==> config.mk <==
export PLATFORM = sky130hd
export DESIGN_NAME = m_vmon
export DESIGN_NICKNAME = d
export VERILOG_FILES = /design/src/rtl/m_vmon.sv
export SDC_FILE = /design/constraint.sdc
export NUM_CORES = 1
export LEC_CHECK = 0
export BUFFER_PORTS_ARGS = -buffer_cell sky130_fd_sc_hd__buf_2
export CAP_MARGIN = 10
export CORE_MARGIN = 5
export CORE_UTILIZATION = 46
export CTS_CLUSTER_DIAMETER = 100
export DETAILED_ROUTE_END_ITERATION = 8
export PLACE_DENSITY = 0.75
export SETUP_SLACK_MARGIN = 0.2
export SLEW_MARGIN = 5
export SYNTH_ARGS = -nofsm -noshare
export SYNTH_HDL_FRONTEND = slang
export SYNTH_SLANG_ARGS = --single-unit
==> constraint.sdc <==
create_clock -name clk -period 2 [get_ports clk]
set_input_delay 0.3 -clock clk [delete_from_list [all_inputs] [get_ports clk]]
set_output_delay 0.3 -clock clk [all_outputs]
set_load 0.01 [all_outputs]
==> src/rtl/m_vmon.sv <==
// m_vmon: supply-rail supervisor.
// Qualifies digitized rail samples against over/under-voltage thresholds
// with hysteresis and a consecutive-sample filter, blanks the first cycles
// after enable, and drives registered fault flags. Reset and disable both
// hold uv_n low so the downstream shutdown path stays asserted.
//
// state   | meaning
// --------+-----------------------------------------------------------
// ST_OFF  | monitor disabled; flags at safe values, counters cleared
// ST_BLANK| settling window after enable; samples ignored
// ST_RUN  | samples evaluated on adc_valid, flags may change
module m_vmon #(
  parameter int W      = 10,
  parameter int OV_SET = 900,
  parameter int OV_CLR = 860,
  parameter int UV_SET = 600,
  parameter int UV_CLR = 640,
  parameter int FILT   = 4,
  parameter int BLANK  = 16
) (
  input  logic         clk,
  input  logic         rst_n,
  input  logic         en,
  input  logic         adc_valid,
  input  logic [W-1:0] adc_code,
  output logic         ov,
  output logic         uv_n,
  output logic         pgood
);

  // Threshold ordering and filter/blank lengths are checked at elaboration.
  if (!((UV_SET < UV_CLR) && (UV_CLR <= OV_CLR) && (OV_CLR < OV_SET) &&
        (OV_SET < (1 << W)) && (FILT >= 1) && (BLANK >= 1))) begin : g_bad_params
    $fatal(1, "m_vmon: illegal threshold/filter/blank parameters");
  end

  localparam int CW = $clog2(FILT + 1);
  localparam int BW = (BLANK > 1) ? $clog2(BLANK) : 1;

  localparam logic [W-1:0]  OV_SET_C = W'(OV_SET);
  localparam logic [W-1:0]  OV_CLR_C = W'(OV_CLR);
  localparam logic [W-1:0]  UV_SET_C = W'(UV_SET);
  localparam logic [W-1:0]  UV_CLR_C = W'(UV_CLR);
  localparam logic [CW-1:0] FILT_C   = CW'(FILT);
  localparam logic [BW-1:0] BLANK_LD = BW'(BLANK - 1);

  typedef enum logic [1:0] {
    ST_OFF   = 2'd0,
    ST_BLANK = 2'd1,
    ST_RUN   = 2'd2
  } state_t;

  state_t        state;
  logic [BW-1:0] blank_cnt;
  logic [CW-1:0] ov_cnt;
  logic [CW-1:0] uv_cnt;

  logic          ov_hit;
  logic          uv_hit;
  logic [CW-1:0] ov_cnt_inc;
  logic [CW-1:0] uv_cnt_inc;
  logic          ov_nxt;
  logic          uv_n_nxt;
  logic [CW-1:0] ov_cnt_nxt;
  logic [CW-1:0] uv_cnt_nxt;

  // Next flag/counter values: only a strobe in RUN with en held can move
  // them; everywhere else they collapse to the safe (shutdown) values.
  always_comb begin
    ov_hit     = ov   ? (adc_code <= OV_CLR_C) : (adc_code >= OV_SET_C);
    uv_hit     = uv_n ? (adc_code <= UV_SET_C) : (adc_code >= UV_CLR_C);
    ov_cnt_inc = ov_cnt + 1'b1;
    uv_cnt_inc = uv_cnt + 1'b1;
    ov_nxt     = ov;
    uv_n_nxt   = uv_n;
    ov_cnt_nxt = ov_cnt;
    uv_cnt_nxt = uv_cnt;

    if (!en || state != ST_RUN) begin
      ov_nxt     = 1'b0;
      uv_n_nxt   = 1'b0;
      ov_cnt_nxt = '0;
      uv_cnt_nxt = '0;
    end else if (adc_valid) begin
      if (!ov_hit) begin
        ov_cnt_nxt = '0;
      end else if (ov_cnt_inc == FILT_C) begin
        ov_nxt     = ~ov;
        ov_cnt_nxt = '0;
      end else begin
        ov_cnt_nxt = ov_cnt_inc;
      end

      if (!uv_hit) begin
        uv_cnt_nxt = '0;
      end else if (uv_cnt_inc == FILT_C) begin
        uv_n_nxt   = ~uv_n;
        uv_cnt_nxt = '0;
      end else begin
        uv_cnt_nxt = uv_cnt_inc;
      end
    end
  end

  // Sequencer, blank timer and registered outputs; pgood follows the
  // next-state flags so it moves on the same edge as uv_n/ov.
  always_ff @(posedge clk or negedge rst_n) begin
    if (!rst_n) begin
      state     <= ST_OFF;
      blank_cnt <= '0;
      ov_cnt    <= '0;
      uv_cnt    <= '0;
      ov        <= 1'b0;
      uv_n      <= 1'b0;
      pgood     <= 1'b0;
    end else begin
      ov_cnt <= ov_cnt_nxt;
      uv_cnt <= uv_cnt_nxt;
      ov     <= ov_nxt;
      uv_n   <= uv_n_nxt;
      pgood  <= uv_n_nxt & ~ov_nxt;

      if (!en) begin
        state     <= ST_OFF;
        blank_cnt <= '0;
      end else begin
        case (state)
          ST_OFF: begin
            state     <= ST_BLANK;
            blank_cnt <= BLANK_LD;
          end
          ST_BLANK: begin
            if (blank_cnt == '0) begin
              state <= ST_RUN;
            end else begin
              blank_cnt <= blank_cnt - 1'b1;
            end
          end
          ST_RUN: begin
            state <= ST_RUN;
          end
          default: begin
            state     <= ST_OFF;
            blank_cnt <= '0;
          end
        endcase
      end
    end
  end

endmodule

# Word-level counts from Yosys, hierarchy flattened
# Cells that the tools add are included.
[totals]
word_cells = 56
regBits = 15
inputBits = 14
[op_classes]
eq_ne = 8
magnitude_cmp = 4
n_reduce_logical = 6
n_addsub = 3
n_mux = 24
bitwise = 4
[ops]
columns = ["op", "count"]
rows = [
  ["$mux 3", 8],
  ["$ge 10x10->1 const B", 2],
  ["$le 10x10->1 const B", 2],
  ["$pmux 4 s3", 1],
  ["$mux 1", 10],
  ["$mux 4", 2],
  ["$add 3x1->3 const B", 2],
  ["$eq 3x3->1 const B", 2],
  ["$ne 3x3->1 const B", 2],
  ["$pmux 2 s3", 1],
  ["$logic_not 4->1", 1],
  ["$mux 2", 2],
  ["$ne 2x2->1 const B", 2],
  ["$sub 4x1->4 const B", 1],
  ["$not 1->1", 3],
  ["$eq 2x1->1 const B", 1],
  ["$eq 2x2->1 const B", 1],
  ["$logic_not 2->1", 1],
  ["$reduce_and 2->1", 1],
  ["$reduce_bool 2->1", 1],
  ["$and 1x1->1", 1],
  ["$logic_not 1->1", 1],
  ["$logic_or 1x1->1", 1],
]

# Logic depth before layout (Yosys ltp)
[depth]
ltp_word = 8
depth_mapped = 7
mapped_depth_nobuf = 7

# Least setup slack after synthesis
# Ideal clock, no wire load.
[synth_timing]
path_kind = "reg2reg"
from = "register ov_cnt[0]"
to = "register pgood"
setup_time_ps = 118
period_less_slack_ps = 1687
path_slack_ps = 313
path_stages_with_launch = 7
required_time_ps = 1882
arrival_time_ps = 1570
cell_sequence = "dfrtp_1 -> ha_1 -> xor2_1 -> nand3_1 -> or4_2 -> nand3_1 -> nor2b_1"
[synth_between]
elab_chain_cells = 8
[synth_rtl]
columns = ["element", "line", "source"]
rows = [
  ["start, declared", "55", "logic [CW-1:0] ov_cnt;"],
  ["start signal, assigned", "117", "ov_cnt <= ov_cnt_nxt;"],
  ["$add 3x1->3", "72", "ov_cnt_inc = ov_cnt + 1'b1;"],
  ["$eq 3x3->1", "87", "end else if (ov_cnt_inc == FILT_C) begin"],
  ["$mux 1", "87", ""],
  ["$mux 1", "85", "if (!ov_hit) begin"],
  ["$mux 1", "84", "end else if (adc_valid) begin"],
  ["$mux 1", "79", "if (!en || state != ST_RUN) begin"],
  ["via ov_nxt", "62", "logic ov_nxt;"],
  ["$not 1->1", "121", "pgood <= uv_n_nxt & ~ov_nxt;"],
  ["$and 1x1->1", "121", ""],
  ["end signal, assigned", "121", ""],
  ["end, declared", "28", "output logic pgood"],
]
# The timed path passes the listed nets, and every way through them passes these cells.
# A chain may end at the register's enable or synchronous reset.

# Final worst setup path
# Ends and elaborated chain as after synthesis.

==> flow_metrics.py <==
metrics = {
    "outcome": {
        "status": "completed",
    },
    "die": {
        "start_util_pct": 49.1,
        "pin_count": 17,
        "die_h_microns": 56.2,
        "rows": 16,
        "die_width_microns": 56.2,
        "die_area_sq_um": 3160,
        "coreArea_sq_um": 2000,
    },
    "synthesis": {
        "synth.distinct_cells": 37,
        "avgSynthCellArea_sq_um": 9.44,
        "synth_nets": 127,
        "yosys_warnings": 0,
        "ys_seq_area_share_pct": 38.2,
        "ys_ff_latch": 15,
        "netlist_area_sq_um": 982,
        "postSynthCellCount": 104,
    },
    "setup_path": {
        "slowest_stage": "or4_2",
        "worstRegToRegCells": 6,
        "cp.required_ns": 2.19,
        "critPathMaxStageDelay_ns": 0.54,
        "crit_path_max_fanout": 4,
        "end_kind": "flop",
        "path_cells": "ha_2 > xor2_1 > nand3_1 > or4_2 > nand3_1 > nor2b_1",
        "crit_path_start_kind": "flop",
        "crit_path_frequent_cell": "nand3_1",
        "cp.arrival_ns": 1.95,
        "critical_path_class": "flop to flop",
    },
    "sta": {
        "rsz0062_at_grt": "yes",
        "finalCritPeriodShare_pct": 87.9,
        "tns_ns": 0,
        "slew_violations": 0,
        "tightest_slew_ns": 0.391,
        "hold_viol_final": 0,
        "fmax_ghz": 0.569,
        "whs_ns": 0.288,
        "fin_worst_skew_ns": 0.00479,
        "finalSetupViolCount": 0,
        "period_needed_ns": 1.76,
        "relSlewSlack_pct": 73.8,
    },
    "final_layout": {
        "layout-drive-gt1-share_pct": 24.8,
        "antenna_cells": 0,
        "syn2layout_area_growth_pct": 16.8,
        "final_nets": 149,
        "final_core_util_pct": 57.3,
    },
    "global_routing": {
        "grt_overflow": 0,
        "grt_usage_pct": 13.7,
        "grt_max_degree": 16,
        "grt_pass1_wl_microns": 3500,
        "grt_pass1_vias": 843,
        "antenna_found_initial": 0,
    },
    "power_and_ir_drop": {
        "power.total_mw": 0.884,
        "ir_drop_v": 0.000460,
        "p_per_area_nw_per_um2": 770,
        "leakage_nw": 0.552,
    },
    "detailed_routing": {
        "ant_nets": 0,
        "drt_iter0_markers": 24,
        "routed-via-count": 856,
        "drc": 0,
        "routedWlPerCell_microns": 12.9,
        "drt_pass1_iterations": 4,
        "via_per_inst": 5.63,
        "drt_wl_total_microns": 1960,
    },
    "job": {
        "max_cap_viol_count": 0,
    },
    "min_path": {
        "hold_path_depth": 2,
        "hp-class": "input pin to flop",
    },
    "placed_design": {
        "hpwl_microns": 1530,
        "place_congestion": 0.857,
        "portBuffers": 16,
    },
    "clock_network": {
        "htreeDepth": 1,
        "cts_buffers": 3,
        "cts_root_buf": "clkbuf_4",
        "tritoncts": "yes",
        "clock_latency_ns": 0.28,
        "clock_path_buffers": 2,
        "clkSinkCount": 15,
        "path_clk_slew_ns": 0.09,
    },
}
==> flip-flops by register name, summed over array words and instances, names as in the netlist <==
register   cells
blank_cnt      4
ov             1
ov_cnt         3
pgood          1
state          2
uv_cnt         3
uv_n           1
==> routing by layer <==
layer | track usage (%) | part of all wire, %
met5 | 0 | 0
met2 | 22.5 | 49
met3 | 3.48 | 4.3
met4 | 5.42 | 1.8
met1 | 17.1 | 45
==> path summary, 6_finish.rpt <==
check	startpoint	end	slack, ns
max	ov_cnt[0]	pgood	0.24
min in group asynchronous	rst_n	uv_n	0.43
min reg2reg	uv_cnt[2]	uv_cnt[2]	0.52
max reg2reg	ov_cnt[0]	pgood	0.24
max in group asynchronous	rst_n	ov_cnt[0]	1.32
min	adc_valid	uv_n	0.29
==> cells in the mapped netlist <==
| library cell | instances | area [sq um] |
|---|---|---|
| a21boi_1 | 1 | 7.51 |
| o21a_1 | 2 | 15.0 |
| o21ai_0 | 9 | 45.0 |
| a211o_1 | 1 | 8.76 |
| or4_4 | 1 | 11.3 |
| a31o_2 | 1 | 8.76 |
| a21o_1 | 2 | 15.0 |
| xor2_1 | 2 | 17.5 |
| o211ai_1 | 1 | 7.51 |
| a21bo_1 | 1 | 10.0 |
| o211ai_2 | 1 | 12.5 |
| o41ai_1 | 1 | 8.76 |
| a211oi_1 | 1 | 7.51 |
| a21oi_1 | 4 | 20.0 |
| a311oi_1 | 1 | 8.76 |
| inv_1 | 7 | 26.3 |
| a22o_1 | 3 | 26.3 |
| nor2_1 | 4 | 15.0 |
| nor4_1 | 1 | 6.26 |
| ha_1 | 9 | 113 |
| and3_1 | 2 | 12.5 |
| nor2b_1 | 3 | 18.8 |
| and3_4 | 1 | 11.3 |
| a31oi_1 | 3 | 18.8 |
| and2_2 | 1 | 7.51 |
| nand4_1 | 2 | 12.5 |
| nand2b_1 | 4 | 25.0 |
| a221o_2 | 1 | 11.3 |
| nor4bb_1 | 1 | 10.0 |
| o22ai_1 | 1 | 6.26 |
| nand3_1 | 4 | 20.0 |
| buf_2 | 1 | 5.00 |
| dfrtp_1 | 15 | 375 |
| or4_2 | 1 | 8.76 |
| nand2_1 | 9 | 33.8 |
| nor3_1 | 1 | 5.00 |
| a2111oi_1 | 1 | 10.0 |
==> logic make-up (layout without fill, tap and decap cells) <==
group	count (synthesis)	count (layout)	synth area share, %
AO/OA/AOI/OAI	35	35	25.2
XOR/XNOR	2	2	1.78
adder cells (fa/ha/maj)	9	9	11.5
buffers and inverters	8	29	3.18
flip-flops	15	15	38.2
AND/OR/NAND/NOR	35	35	20.1
==> placed cells by master (no fill, tap or decap), types with 3 or more instances in the layout <==
cell       n
a21oi_1    4
a22o_1     3
a31oi_1    3
buf_2     16
clkbuf_4   3
dfrtp_1   15
ha_1       7
inv_1      7
nand2_1    9
nand2b_1   4
nand3_1    4
nor2_1     4
nor2b_1    3
o21ai_0    8
==> critical path: cells and delay by family (launching register included) <==
kind          cells  cell delay (ns)
xor+xnor          1             0.21
flops             1             0.41
fa+ha+maj         1             0.23
simple gates      4             0.83
==> layout make-up <==
| class | count | area [sq um] |
|---|---|---|
| Timing Repair Buffer | 18 | 97.6 |
| Inverter | 7 | 26.3 |
| Tap cell | 27 | 33.8 |
| Multi-Input combinational cell | 81 | 587 |
| Fill cell | 166 | 855 |
| Clock inverter | 1 | 5.00 |
| Clock buffer | 3 | 22.5 |
| Sequential cell | 15 | 375 |
==> power breakdown <==
| group | switching [mW] | internal, mW | leakage [nW] | total, mW |
|---|---|---|---|---|
| Sequential | 0.0461 | 0.355 | 0.202 | 0.401 |
| Combinational | 0.177 | 0.131 | 0.333 | 0.308 |
| Clock | 0.101 | 0.0743 | 0.0177 | 0.175 |
| Total | 0.324 | 0.560 | 0.552 | 0.884 |
==> through the flow <==
stage	area [sq um]	std cells	setup WS (ns)
final	1150	152	0.241
after global routing	1150	152	0.105
after CTS	1130	151	0.210
after detailed placement	1090	146	0.230
after global placement	1090	146	0.270
after floorplan	982	104	0.313
==> what timing repair did <==
| item | 4_1_cts | 5_1_grt |
|---|---|---|
| hold buffers | 1 | 0 |
| setup endpoints to repair | 0 | 7 |
| gates resized for setup | 0 | 4 |
| endpoints found under the hold margin | 15 | 0 |
| setup buffers | 0 | 1 |
No activity file was read; power rests on OpenSTA's default activity.
